$ cat src/rtl/ring_pkg.sv
// Shared definitions for the ring token arbiter: FSM state encoding and a one-hot decoder.
package ring_pkg;

    typedef enum logic [1:0] {
        StIdle  = 2'd0,
        StGrant = 2'd1,
        StGap   = 2'd2
    } state_e;

    // Widest requester vector onehot2bin accepts; callers zero-extend to this width.
    localparam int unsigned MaxReq = 64;

    function automatic int unsigned onehot2bin(input logic [MaxReq-1:0] oh);
        int unsigned idx;
        idx = 0;
        for (int unsigned i = 0; i < MaxReq; i++) begin
            if (oh[i]) begin
                idx = idx | i;
            end
        end
        return idx;
    endfunction

endpackage

$ cat src/rtl/rr_onehot_pick.sv
// Combinational round-robin pick: first set request at or above the one-hot token, wrapping.
module rr_onehot_pick #(
    parameter int unsigned N = 8
) (
    input  logic [N-1:0] req_i,
    input  logic [N-1:0] ptr_i,
    output logic [N-1:0] pick_o
);

    logic [2*N-1:0] dbl;
    logic [2*N-1:0] iso;

    always_comb begin
        // Low half keeps only requests at or above the token; high half is the wrapped copy.
        dbl    = {req_i, req_i & ~(ptr_i - N'(1))};
        iso    = dbl & (~dbl + (2*N)'(1));
        pick_o = iso[N-1:0] | iso[2*N-1:N];
    end

endmodule

$ cat src/rtl/ring_token_arbiter.sv
// Round-robin arbiter with a rotating one-hot token, hold timeout and one-cycle turnaround gap.
module ring_token_arbiter
    import ring_pkg::*;
#(
    parameter int unsigned N        = 8,
    parameter int unsigned MAX_HOLD = 16,
    parameter int unsigned IDX_W    = $clog2(N)
) (
    input  logic             clk_i,
    input  logic             sys_rst_n,
    input  logic [N-1:0]     req_i,
    input  logic [N-1:0]     done_i,
    output logic [N-1:0]     gnt_o,
    output logic             gnt_valid_o,
    output logic [IDX_W-1:0] gnt_idx_o,
    output logic             timeout_o,
    output logic             busy_o
);

    localparam int unsigned HoldW = (MAX_HOLD == 0) ? 1 : $clog2(MAX_HOLD + 1);
    localparam logic [HoldW-1:0] HoldLast = HoldW'(MAX_HOLD - 1);
    localparam logic [HoldW-1:0] HoldMax  = {HoldW{1'b1}};

    state_e         state_q, state_d;
    logic [N-1:0]   ptr_q, ptr_d;
    logic [N-1:0]   gnt_q, gnt_d;
    logic [HoldW-1:0] hold_q, hold_d;
    logic           timeout_q, timeout_d;

    logic [N-1:0]   pick;
    logic           own_done;
    logic           own_req;
    logic           hold_expired;
    logic [MaxReq-1:0] gnt_ext;

    rr_onehot_pick #(
        .N (N)
    ) u_pick (
        .req_i  (req_i),
        .ptr_i  (ptr_q),
        .pick_o (pick)
    );

    always_comb begin
        state_d      = state_q;
        ptr_d        = ptr_q;
        gnt_d        = gnt_q;
        hold_d       = hold_q;
        timeout_d    = 1'b0;
        own_done     = |(done_i & gnt_q);
        own_req      = |(req_i & gnt_q);
        hold_expired = (MAX_HOLD != 0) && (hold_q == HoldLast);

        unique case (state_q)
            StIdle: begin
                if (|req_i) begin
                    gnt_d   = pick;
                    hold_d  = '0;
                    state_d = StGrant;
                end
            end
            StGrant: begin
                if (own_done || !own_req || hold_expired) begin
                    gnt_d     = '0;
                    ptr_d     = {gnt_q[N-2:0], gnt_q[N-1]};
                    state_d   = StGap;
                    // A done arriving on the last allowed cycle is a normal release.
                    timeout_d = hold_expired && !own_done;
                end else if (hold_q != HoldMax) begin
                    hold_d = hold_q + HoldW'(1);
                end
            end
            StGap: begin
                state_d = StIdle;
            end
            default: begin
                state_d = StIdle;
            end
        endcase
    end

    always_ff @(posedge clk_i) begin
        if (!sys_rst_n) begin
            state_q   <= StIdle;
            ptr_q     <= N'(1);
            gnt_q     <= '0;
            hold_q    <= '0;
            timeout_q <= 1'b0;
        end else begin
            state_q   <= state_d;
            ptr_q     <= ptr_d;
            gnt_q     <= gnt_d;
            hold_q    <= hold_d;
            timeout_q <= timeout_d;
        end
    end

    always_comb begin
        gnt_ext         = '0;
        gnt_ext[N-1:0]  = gnt_q;
    end

    assign gnt_o       = gnt_q;
    assign gnt_valid_o = |gnt_q;
    assign gnt_idx_o   = IDX_W'(onehot2bin(gnt_ext));
    assign timeout_o   = timeout_q;
    assign busy_o      = (state_q != StIdle);

endmodule

$ cat config.mk
export PLATFORM = sky130hd
export DESIGN_NAME = ring_token_arbiter
export DESIGN_NICKNAME = d
export VERILOG_FILES = /design/src/rtl/ring_pkg.sv /design/src/rtl/rr_onehot_pick.sv /design/src/rtl/ring_token_arbiter.sv
export SDC_FILE = /design/constraint.sdc
export NUM_CORES = 1
export LEC_CHECK = 0
export BUFFER_PORTS_ARGS = -buffer_cell sky130_fd_sc_hd__buf_2
export CORE_ASPECT_RATIO = 0.7
export CORE_UTILIZATION = 53
export DETAILED_ROUTE_END_ITERATION = 16
export GPL_TIMING_DRIVEN = 0
export PLACE_DENSITY = 0.9
export SETUP_SLACK_MARGIN = 0.02
export SYNTH_ARGS = -nofsm -noshare
export SYNTH_HDL_FRONTEND = slang
export SYNTH_SLANG_ARGS = --single-unit
export TNS_END_PERCENT = 1
$ cat constraint.sdc
create_clock -name clk_i -period 2.39 [get_ports clk_i]
set_clock_uncertainty 0.05 [all_clocks]
set_input_delay 0.478 -clock clk_i [delete_from_list [all_inputs] [get_ports clk_i]]
set_output_delay 0.478 -clock clk_i [all_outputs]
set_load 0.005 [all_outputs]
# [After elaboration in Yosys (flattened, before gate mapping)]
# Cells that the tools add are included.
[op_classes] addsub=3 mux=17 bitwise=7 n_eq_ne=7 n_reduce_logical=17
[ops] cell="$reduce_or 8->1" n=4
[ops] cell="$and 8x8->8" n=3
[ops] cell="$add 16x1->16 const B" n=1
[ops] cell="$and 16x16->16" n=1
[ops] cell="$mux 8" n=2
[ops] cell="$not 16->16" n=1
[ops] cell="$pmux 8 s2" n=1
[ops] cell="$mux 5" n=3
[ops] cell="$mux 3" n=4
[ops] cell="$pmux 5 s2" n=1
[ops] cell="$mux 2" n=4
[ops] cell="$ne 2x2->1 const B" n=4
[ops] cell="$not 8->8" n=1
[ops] cell="$or 8x8->8" n=1
[ops] cell="$sub 8x1->8 const B" n=1
[ops] cell="$reduce_and 3->1" n=2
[ops] cell="$add 5x1->5 const B" n=1
[ops] cell="$eq 5x4->1 const B" n=1
[ops] cell="$ne 5x5->1 const B" n=1
[ops] cell="$pmux 2 s2" n=1
[ops] cell="$reduce_and 2->1" n=2
[ops] cell="$reduce_and 4->1" n=1
[ops] cell="$reduce_bool 2->1" n=2
[ops] cell="$eq 2x1->1 const B" n=1
[ops] cell="5 further kinds" n=7
[totals] out_inout_bits=14 in_bits=18 reg_bits=24 word_cells=56

# [Depth between registers and ports, before layout]
# Gate-level depths: netlist (run 1).
[depth] ltp_word=9 ltp_mapped=8 ltp_nobuf=8

# [Modules after synthesis]
# A second synthesis (run 1) with hierarchy kept.
[unflattened] cells_unflattened=197 hier_area_um2=1577.8
[modules_own_cells] module="ring_token_arbiter" instances=1 area_each_um2=1193.6 cells_per_inst=141 seq_area_each_um2=480.5
[modules_own_cells] module="rr_onehot_pick" instances=1 area_each_um2=384.1 cells_per_inst=56 seq_area_each_um2=0.0

# [Worst setup path before layout (run 1)]
# OpenSTA, ideal clock, no wires.
[synth_path] path_type="register to register" from="register hold_q[0]" to="register hold_q[4]" path_stages_with_launch=7 slack_ns=0.357 setup_time_ns=0.088 synth_period_minus_slack_ns=2.033 arrival_ns=1.895 n_path_buf=0 t_required_ns=2.252 cell_sequence="dfxtp_1 ha_1 and3_1 ha_1 a221oi_2 or4b_1 o32ai_2"
[synth_via] elab_chain_cells=4
[synth_lines] item="start: declaration" line_no="ring_token_arbiter.sv:27" rtl="logic [HoldW-1:0] hold_q, hold_d;"
[synth_lines] item="start signal: assignment" line_no="ring_token_arbiter.sv:93" rtl="hold_q <= hold_d;"
[synth_lines] item="$add 5x1->5 / $eq 5x4->1 (equally long branches)" line_no="ring_token_arbiter.sv:70, ring_token_arbiter.sv:52"
[synth_lines] item="$mux 5 / $logic_or 1x1->1 (equally long branches)" line_no="ring_token_arbiter.sv:69, ring_token_arbiter.sv:63"
[synth_lines] item="$mux 5 / $ne 2x2->1 (equally long branches)"
[synth_lines] item="$pmux 5 s2 / $reduce_and 4->1 (equally long branches)"
# Parallel ways exist; a longest one is shown, timed or not. The select of a mux whose other input is x is not followed.
# A chain may end at the register's enable or synchronous reset.

# [Worst setup path in the final report (run 1)]
[layout_path] from="register hold_q[0]" to="register gnt_q[3] (netlist: gnt_o[3])"
[layout_via] elab_chain_cells=4
[layout_lines] item="$eq 5x4->1" line_no="ring_token_arbiter.sv:52" rtl="hold_expired = (MAX_HOLD != 0) && (hold_q == HoldLast);"
[layout_lines] item="$logic_or 1x1->1" line_no="ring_token_arbiter.sv:63" rtl="if (own_done || !own_req || hold_expired) begin"
[layout_lines] item="$ne 2x2->1 (no line)"
[layout_lines] item="$reduce_and 3->1 (no line)"
[layout_lines] item="end signal: assignment" line_no="ring_token_arbiter.sv:92" rtl="gnt_q <= gnt_d;"
[layout_lines] item="end: declaration" line_no="ring_token_arbiter.sv:26" rtl="logic [N-1:0] gnt_q, gnt_d;"
# No other way between the ends.

==> reports/metrics.yaml, run 1 <==
run_status:
  status: "complete, no violations"
global_route:
  grt_max_degree: 13
  grt_pass1_wl_mm: 6.27
  busiest_layer: "met2"
  antenna_found_initial: 0
  grt_pass1_vias: 1326
  grt_use_met1_pct: 38.0
  use_met3_pct: 6.75
  use_met2_pct: 44.6
  grt_util_all_layers_pct: 28.6
  grt-ovfl-total: 0
yosys:
  synth-edff-count: 0
  synth.distinct_cells: 55
  synth-seq-cells: 24
  syn-cell-area_sq_um: 1470
  synth_top_cell_area_share_pct: 32.8
  ys_seq_area_share_pct: 32.8
  synth_top_area_cell: "dfxtp_1"
  synth_nets: 186
  syn_area_per_cell_sq_um: 8.93
  yosys_warnings: 0
  synth_flop_cell: "dfxtp_1"
  async_reset_ff_share_pct: 0
  synth_area_leaders: "dfxtp_1 33%, nor2_1 5.4%, mux2i_1 4.8%, a22oi_1 4.1%, nand2_1 4.1%"
  syn_inst: 164
floorplanning:
  row_count: 15
  die_area_sq_um: 2980
  ioPinCount: 32
  die_w_microns: 64.8
  start_util_pct: 57.8
  core-area_sq_um: 2530
  dieHeight_microns: 46.0
pwr:
  p_int_mw: 0.662
  p_per_area_nw_per_um2: 575
  p_leak_nw: 0.780
  power.switching_mw: 0.323
  p_seq_share_pct: 45.4
  clockPowerShare_pct: 24.2
  power_mw: 0.985
  irDropWorstVdd_mv: 0.344
  combPwrFrac_pct: 30.5
  switching_share_pct: 32.8
routing:
  ant_nets: 0
  drc: 0
  first_pass_iters: 4
  totalWireLength_mm: 3.85
  via_count: 1471
  wl_per_cell_microns: 16.7
  drtIter0Drc: 132
  avgViaCountPerCell: 6.37
clock_tree:
  clock-sinks: 24
  cts_tree: "built"
  cts_buffer_depth: 2
  postCtsHoldBufs: 0
  cts-buffers-inserted: 3
  clkLatencyLatePin_ps: 270
  clkTransAtPathRegs_ps: 90
  cts_root_buf: "clkbuf_8"
  htreeDepth: 1
critical_path:
  r2r-end: "gnt_o[3]"
  critPathRequiredTime_ps: 2560
  crit_path_end_kind: "flop"
  cp_max_fo: 7
  setup.worst_path.class: "reg2reg"
  rr_worst_depth: 8
  r2r_start: "hold_q[0]"
  reg2reg_slack_ps: 140
  startpoint_type: "flop"
  cp-startpoint: "hold_q[0]"
  endpoint: "gnt_o[3]"
  cp_data_arrival_time_ps: 2420
place:
  dp_slack_ps: 115
  portBuffers: 29
  dp_hpwl_mm: 2.96
  place_area_sq_um: 1650
  place_congestion: 0.972
timing:
  final-hold-violation-count: 0
  fin_crit_sh_pct: 94.0
  fin_setup_tns_ps: 0
  rsz0062_at_grt: "no"
  worstMarginPinSlew_ps: 531
  finalWorstSetupSlack_ps: 143
  max_slew_margin_pct: 64.4
  setup_viol: 0
  finalMaxSlewViolations: 0
  fin_crit_ps: 2250
  fmax_mhz: 445
hold_path:
  hp-class: "in2reg"
  min-delay-start: "req_i[0]"
cells_and_area:
  antenna_cells: 0
  drive_gt1_share_pct: 24.9
  fin_nets: 221
  syn2layout_area_growth_pct: 16.8
  fin_util_pct: 67.6
  final_cell_area_sq_um: 1710
run:
  maxCapViolations: 0
## critical path, cell delays in order (launching register included)
cell and delay, ps:
dfxtp_1 350, ha_1 210, and3_1 210, ha_1 250, o311ai_4 440, nor2b_1 200, buf_2 210, o2bb2ai_1 150
a41o_1 120
## cell type report
cell class                      instances  area (sq um)
Sequential cell                        24           480
Clock buffer                            3          41.3
Timing Repair Buffer                   30           153
Buffer                                  5          32.5
Inverter                                8          30.0
Multi-Input combinational cell        127           932
Tap cell                               34          42.5
Fill cell                             207           822
## through the flow
step                hold WS, ps  cells
finish                      440    231
global route                444    231
CTS                         431    230
detailed placement          437    227
global placement            422    227
floorplan                   409    164
## registers in the layout (all words and copies together) (netlist names)
register / count
gnt_o: 8
state_q: 2
hold_q: 5
ptr_q: 8
timeout_o: 1
## metal layers
metal / part of all wire [%] / up-vias
li1: - / 676
met1: 42 / 677
met2: 44 / 101
met3: 12 / 17
met4: 2.6 / 0
met5: 0 / -
## synthesized netlist by cell type (all sizes together) (2+ instances only)
cell and count:
nand4 3, and3 2, nand2b 3, mux2i 7, nor2 21, a41o 3
o311ai 2, nor4 2, nand3 5, o22ai 2, a21oi 4, buf 4
or4 4, ha 4, or3 2, o21ai 2, inv 8, nor2b 2
o31ai 2, a32o 3, a22oi 9, or2 2, dfxtp 24, xnor2 3
xor2 3, nor3 4, nand2 16
## power groups by stage
stage	combinational [mW]	sequential, mW	clock, mW
after floorplan	0.206	0.446	0
after global placement	0.275	0.452	0
after detailed placement	0.286	0.454	0
after CTS	0.289	0.444	0.246
after global routing	0.325	0.448	0.270
final	0.300	0.447	0.238
## cell families (layout without fill, tap and decap cells)
logic type	after synthesis	in the layout	share of synthesized area, %
AOI/OAI and AO/OA	37	37	23.5
xor gates and xnor gates	6	6	3.59
adders and majority gates	4	4	3.42
buffers and inverters	13	46	4.27
DFF	24	24	32.8
muxes	8	8	5.55
and+or+nand+nor	72	72	26.9
## cell usage in the layout (no fill, tap or decap), types with 2 or more instances in the layout
cell type / n
buf_2: 31
dfxtp_1: 24
nor2_1: 21
nand2_1: 16
inv_1: 8
a22oi_1: 8
mux2i_1: 7
nand3_1: 5
nor3_1: 4
a21oi_1: 4
ha_1: 4
or4_1: 3
nand4_1: 3
xnor2_1: 3
xor2_1: 3
a32o_1: 3
a41o_1: 3
clkbuf_8: 3
nand2b_1: 2
and3_1: 2
o311ai_4: 2
buf_4: 2
o31ai_1: 2
nor2b_1: 2
o22ai_1: 2
## worst min path at each step
| stage | depth (start not counted) | end | slack, ps |
|---|---|---|---|
| after floorplan | 2 | hold_q[1] | 410 |
| after global placement | 2 | hold_q[1] | 420 |
| after detailed placement | 2 | hold_q[1] | 440 |
| after CTS | 3 | gnt_o[0] | 430 |
| after global routing | 3 | gnt_o[0] | 440 |
| final | 3 | gnt_o[0] | 440 |
## what timing repair did
action,CTS,global route
resized for setup,0,1
buffers inserted,0,1
endpoints found under the setup margin,0,13
Note: power is estimated with default switching activity, not from simulation.
==> inputs of run 2 (changes only) <==
Settings changed: PLACE_DENSITY 0.9 to 0.81.
==> reports/metrics.yaml, run 2 (same netlist as run 1, synthesis figures left out) <==
timing:
  rsz0062_at_grt: "no"  # unchanged
  fmax_mhz: 437  # was 445 MHz
  setup_viol: 0  # unchanged
  fin_crit_sh_pct: 95.7  # was 94.0%
  finalMaxSlewViolations: 0  # unchanged
  max_slew_margin_pct: 65.7  # was 64.4%
  final-hold-violation-count: 0  # unchanged
  worstMarginPinSlew_ps: 510  # was 531 ps
  fin_crit_ps: 2290  # was 2250 ps
  fin_setup_tns_ps: 0  # unchanged
floorplanning:
  row_count: 15  # unchanged
  dieHeight_microns: 46.0  # unchanged
  ioPinCount: 32  # unchanged
  core-area_sq_um: 2530  # unchanged
  die_area_sq_um: 2980  # unchanged
  start_util_pct: 57.8  # unchanged
  die_w_microns: 64.8  # unchanged
global_route:
  grt_pass1_wl_mm: 6.21  # was 6.27 mm
  grt_util_all_layers_pct: 28.6  # about the same
  antenna_found_initial: 0  # unchanged
  grt-ovfl-total: 0  # unchanged
  grt_pass1_vias: 1331  # was 1,326
  grt_max_degree: 13  # unchanged
routing:
  drc: 0  # unchanged
  ant_nets: 0  # unchanged
  totalWireLength_mm: 3.92  # was 3.85 mm
  wl_per_cell_microns: 17.0  # was 16.7 microns
  via_count: 1422  # was 1,471
  drtIter0Drc: 104  # was 132
  avgViaCountPerCell: 6.16  # was 6.37
  first_pass_iters: 4  # unchanged
clock_tree:
  postCtsHoldBufs: 0  # unchanged
  cts_tree: "built"  # unchanged
  clkTransAtPathRegs_ps: 80  # was 90 ps
  cts_buffer_depth: 2  # unchanged
  htreeDepth: 1  # unchanged
  cts_root_buf: "clkbuf_8"  # unchanged
  clkLatencyLatePin_ps: 270  # about the same
  cts-buffers-inserted: 3  # unchanged
  clock-sinks: 24  # unchanged
critical_path:
  cp-startpoint: "hold_q[0]"  # unchanged
  startpoint_type: "flop"  # unchanged
  r2r_start: "hold_q[0]"  # unchanged
  endpoint: "hold_q[4]"  # was gnt_o[3]
  reg2reg_slack_ps: 100  # was 140 ps
  cp_max_fo: 4  # was 7
  r2r-end: "hold_q[4]"  # was gnt_o[3]
  cp_data_arrival_time_ps: 2420  # about the same
  crit_path_end_kind: "flop"  # unchanged
  rr_worst_depth: 6  # was 8
  setup.worst_path.class: "reg2reg"  # unchanged
  critPathRequiredTime_ps: 2530  # was 2560 ps
pwr:
  irDropWorstVdd_mv: 0.446  # was 0.344 mV
  power_mw: 0.979  # was 0.985 mW
  p_per_area_nw_per_um2: 572  # was 575 nW/um^2
  p_leak_nw: 0.780  # about the same
cells_and_area:
  fin_nets: 221  # unchanged
  drive_gt1_share_pct: 24.9  # unchanged
  final_cell_mix: "31 x buf_2, 24 x dfxtp_1, 21 x nor2_1"  # unchanged
  antenna_cells: 0  # unchanged
  syn2layout_area_growth_pct: 16.8  # unchanged
  layout_commonest_cell: "buf_2"  # unchanged
  fillers: 204  # was 207
run_status:
  status: "complete, no violations"  # unchanged
run:
  maxCapViolations: 0  # unchanged
place:
  portBuffers: 29  # unchanged
  place_congestion: 0.895  # was 0.972
  dp_hpwl_mm: 2.91  # was 2.96 mm
hold_path:
  hp-class: "in2reg"  # unchanged
[run 2: worst max-delay path: stages (launching register included)]
cell and delay, ps:
dfxtp_1 350, ha_1 220, and3_1 230, ha_1 200
a221oi_2 360, or4b_1 550, o32ai_2 230
[run 2: cell type report]
type	count	area [sq um]	area share [%]
Tap cell	34	42.5	2.49
Buffer	5	32.5	1.90
Clock buffer	3	41.3	2.41
Inverter	8	30.0	1.75
Multi-Input combinational cell	127	932	54.5
Timing Repair Buffer	30	153	8.92
Sequential cell	24	480	28.1
[run 2: repair_timing]
| action | CTS | global route |
|---|---|---|
| setup endpoints to repair | 0 | 13 |
| buffers inserted | 0 | 1 |
| gates resized for setup | 0 | 1 |
[run 2: stage by stage]
stage	hold WS [ps]	util (%)	cell area, sq um	instances	setup WS [ps]
after floorplan	409	-	1470	164	357
after global placement	424	65.2	1650	227	161
after detailed placement	426	65.2	1650	227	73.0
after CTS	429	66.9	1690	230	48.6
after global routing	442	67.6	1710	231	26.0
final	434	67.6	1710	231	104
[run 2: routing by layer]
metal / share of wire (%) / vias to the layer above / GRT usage, %
met5: 0 / - / 0
met4: 1.3 / 0 / 9.33
met2: 45 / 68 / 47.1
met3: 9.6 / 8 / 10.0
li1: - / 684 / -
met1: 45 / 662 / 35.4
[run 2: worst min-delay path by stage]
stage | start | endpoint | slack [ps] | depth (start not counted)
final | req_i[5] | gnt_o[5] | 430 | 3
after global routing | req_i[0] | gnt_o[0] | 440 | 3
after CTS | req_i[5] | gnt_o[5] | 430 | 3
after detailed placement | hold_q[1] | hold_q[1] | 430 | 2
after global placement | hold_q[1] | hold_q[1] | 420 | 2
after floorplan | hold_q[1] | hold_q[1] | 410 | 2
[run 2: power by group]
| group | switching [mW] | internal [mW] |
|---|---|---|
| clock network | 0.119 | 0.113 |
| logic | 0.168 | 0.132 |
| registers | 0.0306 | 0.417 |
| total | 0.318 | 0.661 |
